`src/rtl/cv32e40x_mult_iter_if.sv`:
```
// Operator encoding and the EX-stage handshake bundle for cv32e40x_mult_iter.
// The master side is the EX stage driving operands; the slave side is the multiplier.
package cv32e40x_mult_pkg;
  typedef enum logic {
    MUL_M32 = 1'b0,
    MUL_H   = 1'b1
  } mul_opcode_e;
endpackage

interface cv32e40x_mult_iter_if #(
  parameter int XLEN = 32
);
  import cv32e40x_mult_pkg::*;

  logic            valid_i;
  logic            halt_i;
  mul_opcode_e     operator_i;
  logic [1:0]      signed_mode_i;
  logic [XLEN-1:0] op_a_i;
  logic [XLEN-1:0] op_b_i;
  logic [XLEN-1:0] result_o;
  logic            valid_o;
  logic            ready_o;
  logic            ready_i;
  logic            busy_o;

  modport master (
    output valid_i, halt_i, operator_i, signed_mode_i, op_a_i, op_b_i, ready_i,
    input  result_o, valid_o, ready_o, busy_o
  );

  modport slave (
    input  valid_i, halt_i, operator_i, signed_mode_i, op_a_i, op_b_i, ready_i,
    output result_o, valid_o, ready_o, busy_o
  );
endinterface

```
`src/rtl/cv32e40x_mult_iter.sv`:
```
// EX-stage integer multiplier: single-cycle MUL, and MULH either single-cycle or
// iterated over four half-width partial products with a signed accumulator.
module cv32e40x_mult_iter
  import cv32e40x_mult_pkg::*;
#(
  parameter int XLEN              = 32,
  parameter bit SINGLE_CYCLE_MULH = 1'b0
) (
  input logic               clk,
  input logic               rst,
  cv32e40x_mult_iter_if.slave mif
);
  localparam int H = XLEN / 2;

  typedef enum logic [1:0] {
    ALBL = 2'd0,
    ALBH = 2'd1,
    AHBL = 2'd2,
    AHBH = 2'd3
  } state_e;

  state_e                 state_q, state_d;
  logic signed [XLEN:0]   acc_q, acc_d;

  logic                   sa, sb;
  logic signed [H:0]      al, ah, bl, bh;
  logic signed [H:0]      pp_a, pp_b;
  logic signed [XLEN+1:0] pp, acc_term, sum;
  logic [XLEN-1:0]        mul_lo, mulh_sc;

  logic                   res_valid, res_ready;
  logic [XLEN-1:0]        res_data;
  logic                   kill;

  assign sa = mif.signed_mode_i[0];
  assign sb = mif.signed_mode_i[1];

  // Low halves are always non-negative; high halves carry the operand sign bit when signed.
  assign al = {1'b0, mif.op_a_i[H-1:0]};
  assign bl = {1'b0, mif.op_b_i[H-1:0]};
  assign ah = {sa & mif.op_a_i[XLEN-1], mif.op_a_i[XLEN-1:H]};
  assign bh = {sb & mif.op_b_i[XLEN-1], mif.op_b_i[XLEN-1:H]};

  assign pp_a     = (state_q == ALBL || state_q == ALBH) ? al : ah;
  assign pp_b     = (state_q == ALBL || state_q == AHBL) ? bl : bh;
  assign pp       = {{(H+1){pp_a[H]}}, pp_a} * {{(H+1){pp_b[H]}}, pp_b};
  assign acc_term = (state_q == ALBL) ? '0 : {acc_q[XLEN], acc_q};
  // Two guard bits above the accumulator keep every add exact before shift/truncate.
  assign sum      = acc_term + pp;

  if (SINGLE_CYCLE_MULH) begin : g_sc
    logic signed [2*XLEN-1:0] a_ext, b_ext, prod;
    assign a_ext   = {{XLEN{sa & mif.op_a_i[XLEN-1]}}, mif.op_a_i};
    assign b_ext   = {{XLEN{sb & mif.op_b_i[XLEN-1]}}, mif.op_b_i};
    assign prod    = a_ext * b_ext;
    assign mul_lo  = prod[XLEN-1:0];
    assign mulh_sc = prod[2*XLEN-1:XLEN];
  end else begin : g_iter
    assign mul_lo  = mif.op_a_i * mif.op_b_i;
    assign mulh_sc = '0;
  end

  assign kill = !mif.valid_i && !mif.halt_i;

  always_ff @(posedge clk) begin
    if (rst) begin
      state_q <= ALBL;
      acc_q   <= '0;
    end else begin
      state_q <= state_d;
      acc_q   <= acc_d;
    end
  end

  always_comb begin
    state_d   = state_q;
    acc_d     = acc_q;
    res_valid = 1'b0;
    res_ready = 1'b0;
    res_data  = '0;

    case (state_q)
      ALBL: begin
        if (mif.operator_i == MUL_M32 || SINGLE_CYCLE_MULH) begin
          res_valid = mif.valid_i;
          res_ready = mif.ready_i;
          res_data  = (mif.operator_i == MUL_M32) ? mul_lo : mulh_sc;
        end else if (mif.valid_i && !mif.halt_i) begin
          acc_d   = (XLEN+1)'(sum >>> H);
          state_d = ALBH;
        end
      end
      ALBH: begin
        if (!mif.halt_i) begin
          acc_d   = sum[XLEN:0];
          state_d = AHBL;
        end
      end
      AHBL: begin
        if (!mif.halt_i) begin
          acc_d   = (XLEN+1)'(sum >>> H);
          state_d = AHBH;
        end
      end
      AHBH: begin
        res_valid = 1'b1;
        res_data  = sum[XLEN-1:0];
        if (mif.ready_i) begin
          res_ready = 1'b1;
          if (!mif.halt_i) begin
            acc_d   = '0;
            state_d = ALBL;
          end
        end
      end
      default: state_d = ALBL;
    endcase

    // Dropping valid without a halt aborts whatever is in flight, even a completing AHBH.
    if (kill) begin
      state_d   = ALBL;
      acc_d     = '0;
      res_valid = 1'b0;
      res_ready = 1'b1;
      res_data  = '0;
    end
  end

  assign mif.valid_o  = res_valid;
  assign mif.ready_o  = res_ready;
  assign mif.result_o = res_data;
  assign mif.busy_o   = (state_q != ALBL);
endmodule

```
`src/flat_wrapper.sv`:
```
// flat-port wrapper written by rule: the top's interface ports become plain ports
module cv32e40x_mult_iter_flat import cv32e40x_mult_pkg::*;
#(
  parameter int XLEN              = 32,
  parameter bit SINGLE_CYCLE_MULH = 1'b0
)
  (clk, rst, mif_valid_i, mif_halt_i, mif_operator_i, mif_signed_mode_i, mif_op_a_i, mif_op_b_i, mif_ready_i, mif_result_o, mif_valid_o, mif_ready_o, mif_busy_o);
  cv32e40x_mult_iter_if #(.XLEN(XLEN)) mif_i ();
  input logic clk;
  input logic rst;
  input wire logic [$bits(mif_i.valid_i)-1:0] mif_valid_i;
  input wire logic [$bits(mif_i.halt_i)-1:0] mif_halt_i;
  input wire logic [$bits(mif_i.operator_i)-1:0] mif_operator_i;
  input wire logic [$bits(mif_i.signed_mode_i)-1:0] mif_signed_mode_i;
  input wire logic [$bits(mif_i.op_a_i)-1:0] mif_op_a_i;
  input wire logic [$bits(mif_i.op_b_i)-1:0] mif_op_b_i;
  input wire logic [$bits(mif_i.ready_i)-1:0] mif_ready_i;
  output wire logic [$bits(mif_i.result_o)-1:0] mif_result_o;
  output wire logic [$bits(mif_i.valid_o)-1:0] mif_valid_o;
  output wire logic [$bits(mif_i.ready_o)-1:0] mif_ready_o;
  output wire logic [$bits(mif_i.busy_o)-1:0] mif_busy_o;
  assign mif_i.valid_i = mif_valid_i;
  assign mif_i.halt_i = mif_halt_i;
  assign mif_i.operator_i = mif_operator_i;
  assign mif_i.signed_mode_i = mif_signed_mode_i;
  assign mif_i.op_a_i = mif_op_a_i;
  assign mif_i.op_b_i = mif_op_b_i;
  assign mif_i.ready_i = mif_ready_i;
  assign mif_result_o = mif_i.result_o;
  assign mif_valid_o = mif_i.valid_o;
  assign mif_ready_o = mif_i.ready_o;
  assign mif_busy_o = mif_i.busy_o;
  cv32e40x_mult_iter #(.XLEN(XLEN), .SINGLE_CYCLE_MULH(SINGLE_CYCLE_MULH)) u_core (.clk(clk), .rst(rst), .mif(mif_i));
endmodule
```
`config.mk`:
```
export PLATFORM = sky130hd
export DESIGN_NAME = cv32e40x_mult_iter_flat
export DESIGN_NICKNAME = d
export VERILOG_FILES = /design/src/rtl/cv32e40x_mult_iter_if.sv /design/src/rtl/cv32e40x_mult_iter.sv /design/src/flat_wrapper.sv
export SDC_FILE = /design/constraint.sdc
export NUM_CORES = 2
export LEC_CHECK = 0
export ABC_CLOCK_PERIOD_IN_PS = 18300
export CORE_ASPECT_RATIO = 0.75
export CORE_MARGIN = 1
export CORE_UTILIZATION = 47
export CTS_BUF_LIST = sky130_fd_sc_hd__clkbuf_8
export CTS_CLUSTER_DIAMETER = 60
export DETAILED_ROUTE_END_ITERATION = 8
export DONT_BUFFER_PORTS = 1
export GPL_TIMING_DRIVEN = 0
export SLEW_MARGIN = 20
export SYNTH_ARGS = -nofsm -noshare
export SYNTH_HDL_FRONTEND = slang
export SYNTH_SLANG_ARGS = --single-unit
```
`constraint.sdc`:
```
create_clock -name clk -period 18.3 [get_ports clk]
set_clock_uncertainty 0.05 [all_clocks]
set_input_delay 1.83 -clock clk [delete_from_list [all_inputs] [get_ports clk]]
set_output_delay 1.83 -clock clk [all_outputs]
set_load 0.01 [all_outputs]
```
* Word-level counts from Yosys, hierarchy flattened *
Cells that the tools add are included.

storage, ports and cells
  flip-flop bits (word level) = 35

cells by class
  $add $sub $neg = 1
  multipliers = 2
  equal/unequal tests = 9
  muxes and demuxes = 27
  bitwise operators = 2
  reduce and logical (&&, ||, !) cells = 10

operator list
  cell                  number
  $mux W33              6
  $pmux W33 S4          1
  $mux W32              2
  $pmux W32 S2          1
  $add A34 B34 Y34      1
  $mul A17 B17 Y34      1
  $mux W17              2
  $mux W34              1
  $mul A32 B32 Y32      1
  $mux W2               6
  $ne A2 B2 Y1 const B  6
  $pmux W2 S4           1
  $reduce_and A6 Y1     1
  $mux W1               5
  $eq A2 B2 Y1 const B  2
  $pmux W1 S2           2
  $and A1 B1 Y1         2
  $eq A2 B1 Y1 const B  1
  $logic_and A1 B1 Y1   2
  $logic_not A1 Y1      2
  $logic_not A2 Y1      1
  $logic_or A1 B1 Y1    2
  $reduce_bool A2 Y1    1
  $reduce_or A2 Y1      1

* Longest topological paths before layout *
  word-level depth = 8
  depth in mapped cells = 33
  mapped depth without buffers = 27

* Worst setup path before layout *
No wires, ideal clock.

  kind = reg2out
  start point = register u_core.state_q[0]
  end point = output mif_result_o[30]
  data arrival time = 8492 ps
  data required time = 16420 ps
  path slack = 7928 ps
  stages on the path, launching flop included = 31
  path through = dfxtp_1 -> clkbuf_1 -> clkbuf_1 -> inv_1 -> ha_1 -> nor2_1 -> clkbuf_1 -> and3_1 -> clkbuf_1 -> nand2_1 -> fa_1 -> inv_1 -> fa_1 -> inv_1 -> fa_1 -> fa_1 -> inv_1 -> fa_1 -> inv_1 -> fa_1 -> inv_1 -> ha_1 -> a21oi_2 -> o21ai_1 -> a2111o_1 -> a21oi_2 -> a21oi_1 -> a221o_1 -> a21oi_2 -> xor2_1 -> o22ai_1

between the ends
  word-level cells in the longest chain between the ends = 7
  elaborated cells on any way between the ends = 13
  those cells by class = 1 x add/sub; 1 x mul; 3 x eq/ne; 5 x mux; 3 x reduce/logical

RTL lines
  element                                line                                                source
  start: declaration                     cv32e40x_mult_iter.sv:22                            state_e state_q, state_d;
  start signal: assignment               cv32e40x_mult_iter.sv:70                            state_q <= state_d;
  $eq A2 B1 Y1 (tied with other cells)   cv32e40x_mult_iter.sv:44                            assign pp_a = (state_q == ALBL || state_q == ALBH) ? al : ah;
  $logic_or A1 B1 Y1 (on tied branches)  cv32e40x_mult_iter.sv:44, cv32e40x_mult_iter.sv:45
  $mux W17 (on tied branches)            cv32e40x_mult_iter.sv:44, cv32e40x_mult_iter.sv:45
  $mul A17 B17 Y34                       cv32e40x_mult_iter.sv:46                            assign pp = {{(H+1){pp_a[H]}}, pp_a} * {{(H+1){pp_b[H]}}, pp_b};
  $add A34 B34 Y34                       cv32e40x_mult_iter.sv:49                            assign sum = acc_term + pp;
  $pmux W32 S2 *                         cv32e40x_mult_iter.sv:82                            case (state_q)
  $mux W32 *                             cv32e40x_mult_iter.sv:120                           if (kill) begin
  end: declaration                       flat_wrapper.sv:18                                  output wire logic [$bits(mif_i.result_o)-1:0] mif_result_o;

Every way passes the cells marked *; elsewhere a longest branch is shown, timed or not.

* Worst setup path after layout *
  start point = register u_core.state_q[0]
  end point = output mif_result_o[23]

The elaborated chain is that of the path after synthesis.

==> metrics.md <==
| Metric | Value |
|---|---|
| Total grt overflow | 0 |
| Largest family of logic cells by synthesized area | adder cells |
| Post-synth top flop | dfxtp_1 |
| Die Wd | 297 um |
| Post-synthesis mux area share | approximately 2.2% |
| H-Tree Depth | 2 |
| Register area share after synthesis | about 2.3% |
| Yosys cell types | 68 |
| DRT Pass-1 Iters | 6 |
| Synth top area cells | fa_1 (49%), inv_1 (9.9%), ha_1 (9.4%), and2_1 (6.5%), nand2_1 (5.5%) |
| HPWL after DPL | a little over 90 mm |
| Post-synth top area share | between 40 and 50% |
| Fin. Hold Viols | 0 |
| Initial detailed-routing violation count | 2241 |
| Crit path time final | 13.83 ns |
| Count leader, synth | inv_1 |
| #FFs+latches synth | 35 |
| Clock Path Buffers | 2 |
| Mean post-synth cell area | slightly below 9 um^2 |
| RSZ-0062 raised after global routing | no |
| Die footprint | between 60000 and 70000 um^2 |
| Kind of critical path | reg -> out |
| Vias | 23600 |
| Status | completed |
| Ports | around 110 |
| Critical Path Source | u_core.state_q[0] |
| Synthesized area | approximately 31000 um^2 |
| Initial Utilization | between 40% and 50% |
| Largest net degree at the start of global routing | 17 |
| Simple-gate share of the synthesized area | approximately 16% |
| First-pass GRT wire length | 157 mm |
| Slowest cell on crit path | o311ai_1 |
| Hold WC Path Type | reg -> reg |
| Final setup viols | 0 |
| Yosys Warn Count | 0 |
| Most instantiated cells after synthesis | inv_1 (807), fa_1 (747), nand2_1 (451) |
| Complex-gate fraction of the synthesized area | about 5.7% |
| Cells after Synth | ~3500 |
| DRT antenna net count | 0 |
| Worst-path maximum fanout | 16 |
| Adder-cell share of the synthesized area | about 58% |
| Post-synth EDFFs | 0 |
| CP endpoint kind | primary output |
| Initial antenna violation count | 11 |
| Vias in the first global route | 23800 |
| Rel. slew slack | between 20% and 30% |
| CTS Hold Bufs | 0 |
| FMAX | slightly above 70 MHz |
| Port Buffers | 0 |
| Gpl congestion | between 0.9 and 1 |
| # DRC | 0 |
| Layout filler cell count | approximately 6300 |
| Startpoint types | flop |
| Post-CTS Setup Repair Bufs | 0 |
| Root Driver | clkbuf_8 |
| Part of the cycle the worst path needs | roughly three quarters |
| WP data required | about 16 ns |
| Skew-Pair Late Insertion Delay | ~0.29 ns |
| CTS tree | yes |
| Vias per cell | about 5.4 |
| Cts repair resizes | 0 |
| WL/cell | approximately 24 um |
| Layout cells sized above 1 | roughly 2.3% |
| Total Neg Setup Slack | 0 ns |
| Ys async rst share | 0% |
| Synth Area in XOR/XNOR | approximately 3.4% |
| Core ar. | roughly 64000 um^2 |
| Largest stage delay on the critical path | about 0.79 ns |
| Worst r2r src | u_core.state_q[0] |
| Delay-heaviest family, CP | adder cells |
| Max-Cap Viols | 0 |
| Area grow syn2layout | 3.99% |
| GR Util All Layers | ~32% |
| Worst slew pin tran | around 1.1 ns |
| Die H | roughly 220 um |
| CTS buffer count | 5 |
| Worst Path Buf+Inv | 10 |
| Sink Count | 35 |
| Max-slew violation count | 0 |
| Final nets | roughly 4500 |
| WL final | between 100 and 150 mm |
| Syn Nets | around 4500 |
| Row Count | 80 |
| Top cell type by total area after synthesis | fa_1 |
| Worst min-delay path startpoint | u_core.acc_q[0] |
| Clk slew on worst S/H paths | around 0.070 ns |
| Worst EP arrival | between 10 and 15 ns |
## cell usage in the layout (no fill, tap or decap), types with 16 or more instances in the layout
cell type / netlist / routed
a21oi_1: 46 / 46
nor2_1: 188 / 187
ha_1: 230 / 230
xnor2_1: 92 / 92
mux2i_1: 31 / 25
nand2b_1: 38 / 38
fa_1: 747 / 747
a221oi_1: 16 / 16
dfxtp_1: 35 / 35
and2_1: 317 / 317
xor2_1: 28 / 28
nand2_1: 451 / 451
inv_1: 807 / 807
a22oi_1: 19 / 19
o21ai_0: 65 / 65
mux2_2: 31 / 31
clkbuf_1: 152 / 151
## layer usage
layer	global-route usage (%)	vias up	part of all wire [%]
li1	-	10300	-
met1	49.5	11800	45
met2	40.3	1356	36
met3	16.3	124	17
met4	6.09	8	2.1
met5	0	-	0.046
## worst reg2reg max path, delay by kind of cell, from the launching register on
family                     cells  cell delay [ns]
adders and majority gates      8             3.99
buffers and inverters         10             3.08
AOI/OAI and AO/OA              7             2.12
and+or+nand+nor                4             1.78
DFF                            1             0.54
## registers in the layout (all words and copies together) (netlist names)
| register | flops |
|---|---|
| u_core.acc_q | 33 |
| u_core.state_q | 2 |
## area by class of cell
type	count	area (um^2)	share of cell area, %
multi-input cells	2476	26300	82.6
inverters	807	3030	9.50
well taps	861	1080	3.38
flip-flops and latches	35	701	2.20
plain buffers	160	617	1.93
clock buffers	6	82.6	0.259
diodes	13	32.5	0.102
clock inverters	1	5.00	0.0157
## logic make-up after synthesis
family	Yosys count
buffers and inverters	967
adders and majority gates	977
xor gates and xnor gates	120
and+or+nand+nor	1059
muxes	62
DFF	35
AOI/OAI and AO/OA	258
## per-stage QoR
step	instance area (um^2)	cells	utilization, %	setup slack, ns	hold slack [ns]
2_1_floorplan	30700	3478	-	7.93	0.420
3_3_place_gp	31700	4339	49.5	4.93	0.435
3_5_place_dp	31700	4339	49.6	4.94	0.439
4_1_cts	31800	4346	49.7	4.60	0.449
5_1_grt	31900	4347	49.7	4.14	0.489
6_report	31900	4359	49.8	4.47	0.454
## path summary, 6_finish.rpt
check / endpoint / slack, ns / cells after the start
setup / recovery: mif_result_o[23] / 4.47 / 29
hold / removal: u_core.acc_q[0] / 0.45 / 2
setup reg to reg: u_core.acc_q[7] / 6.67 / 29
hold reg to reg: u_core.acc_q[0] / 0.45 / 2
Power is not shown: default switching activity piles up to over one toggle a cycle in this logic, so the estimate is an artifact.
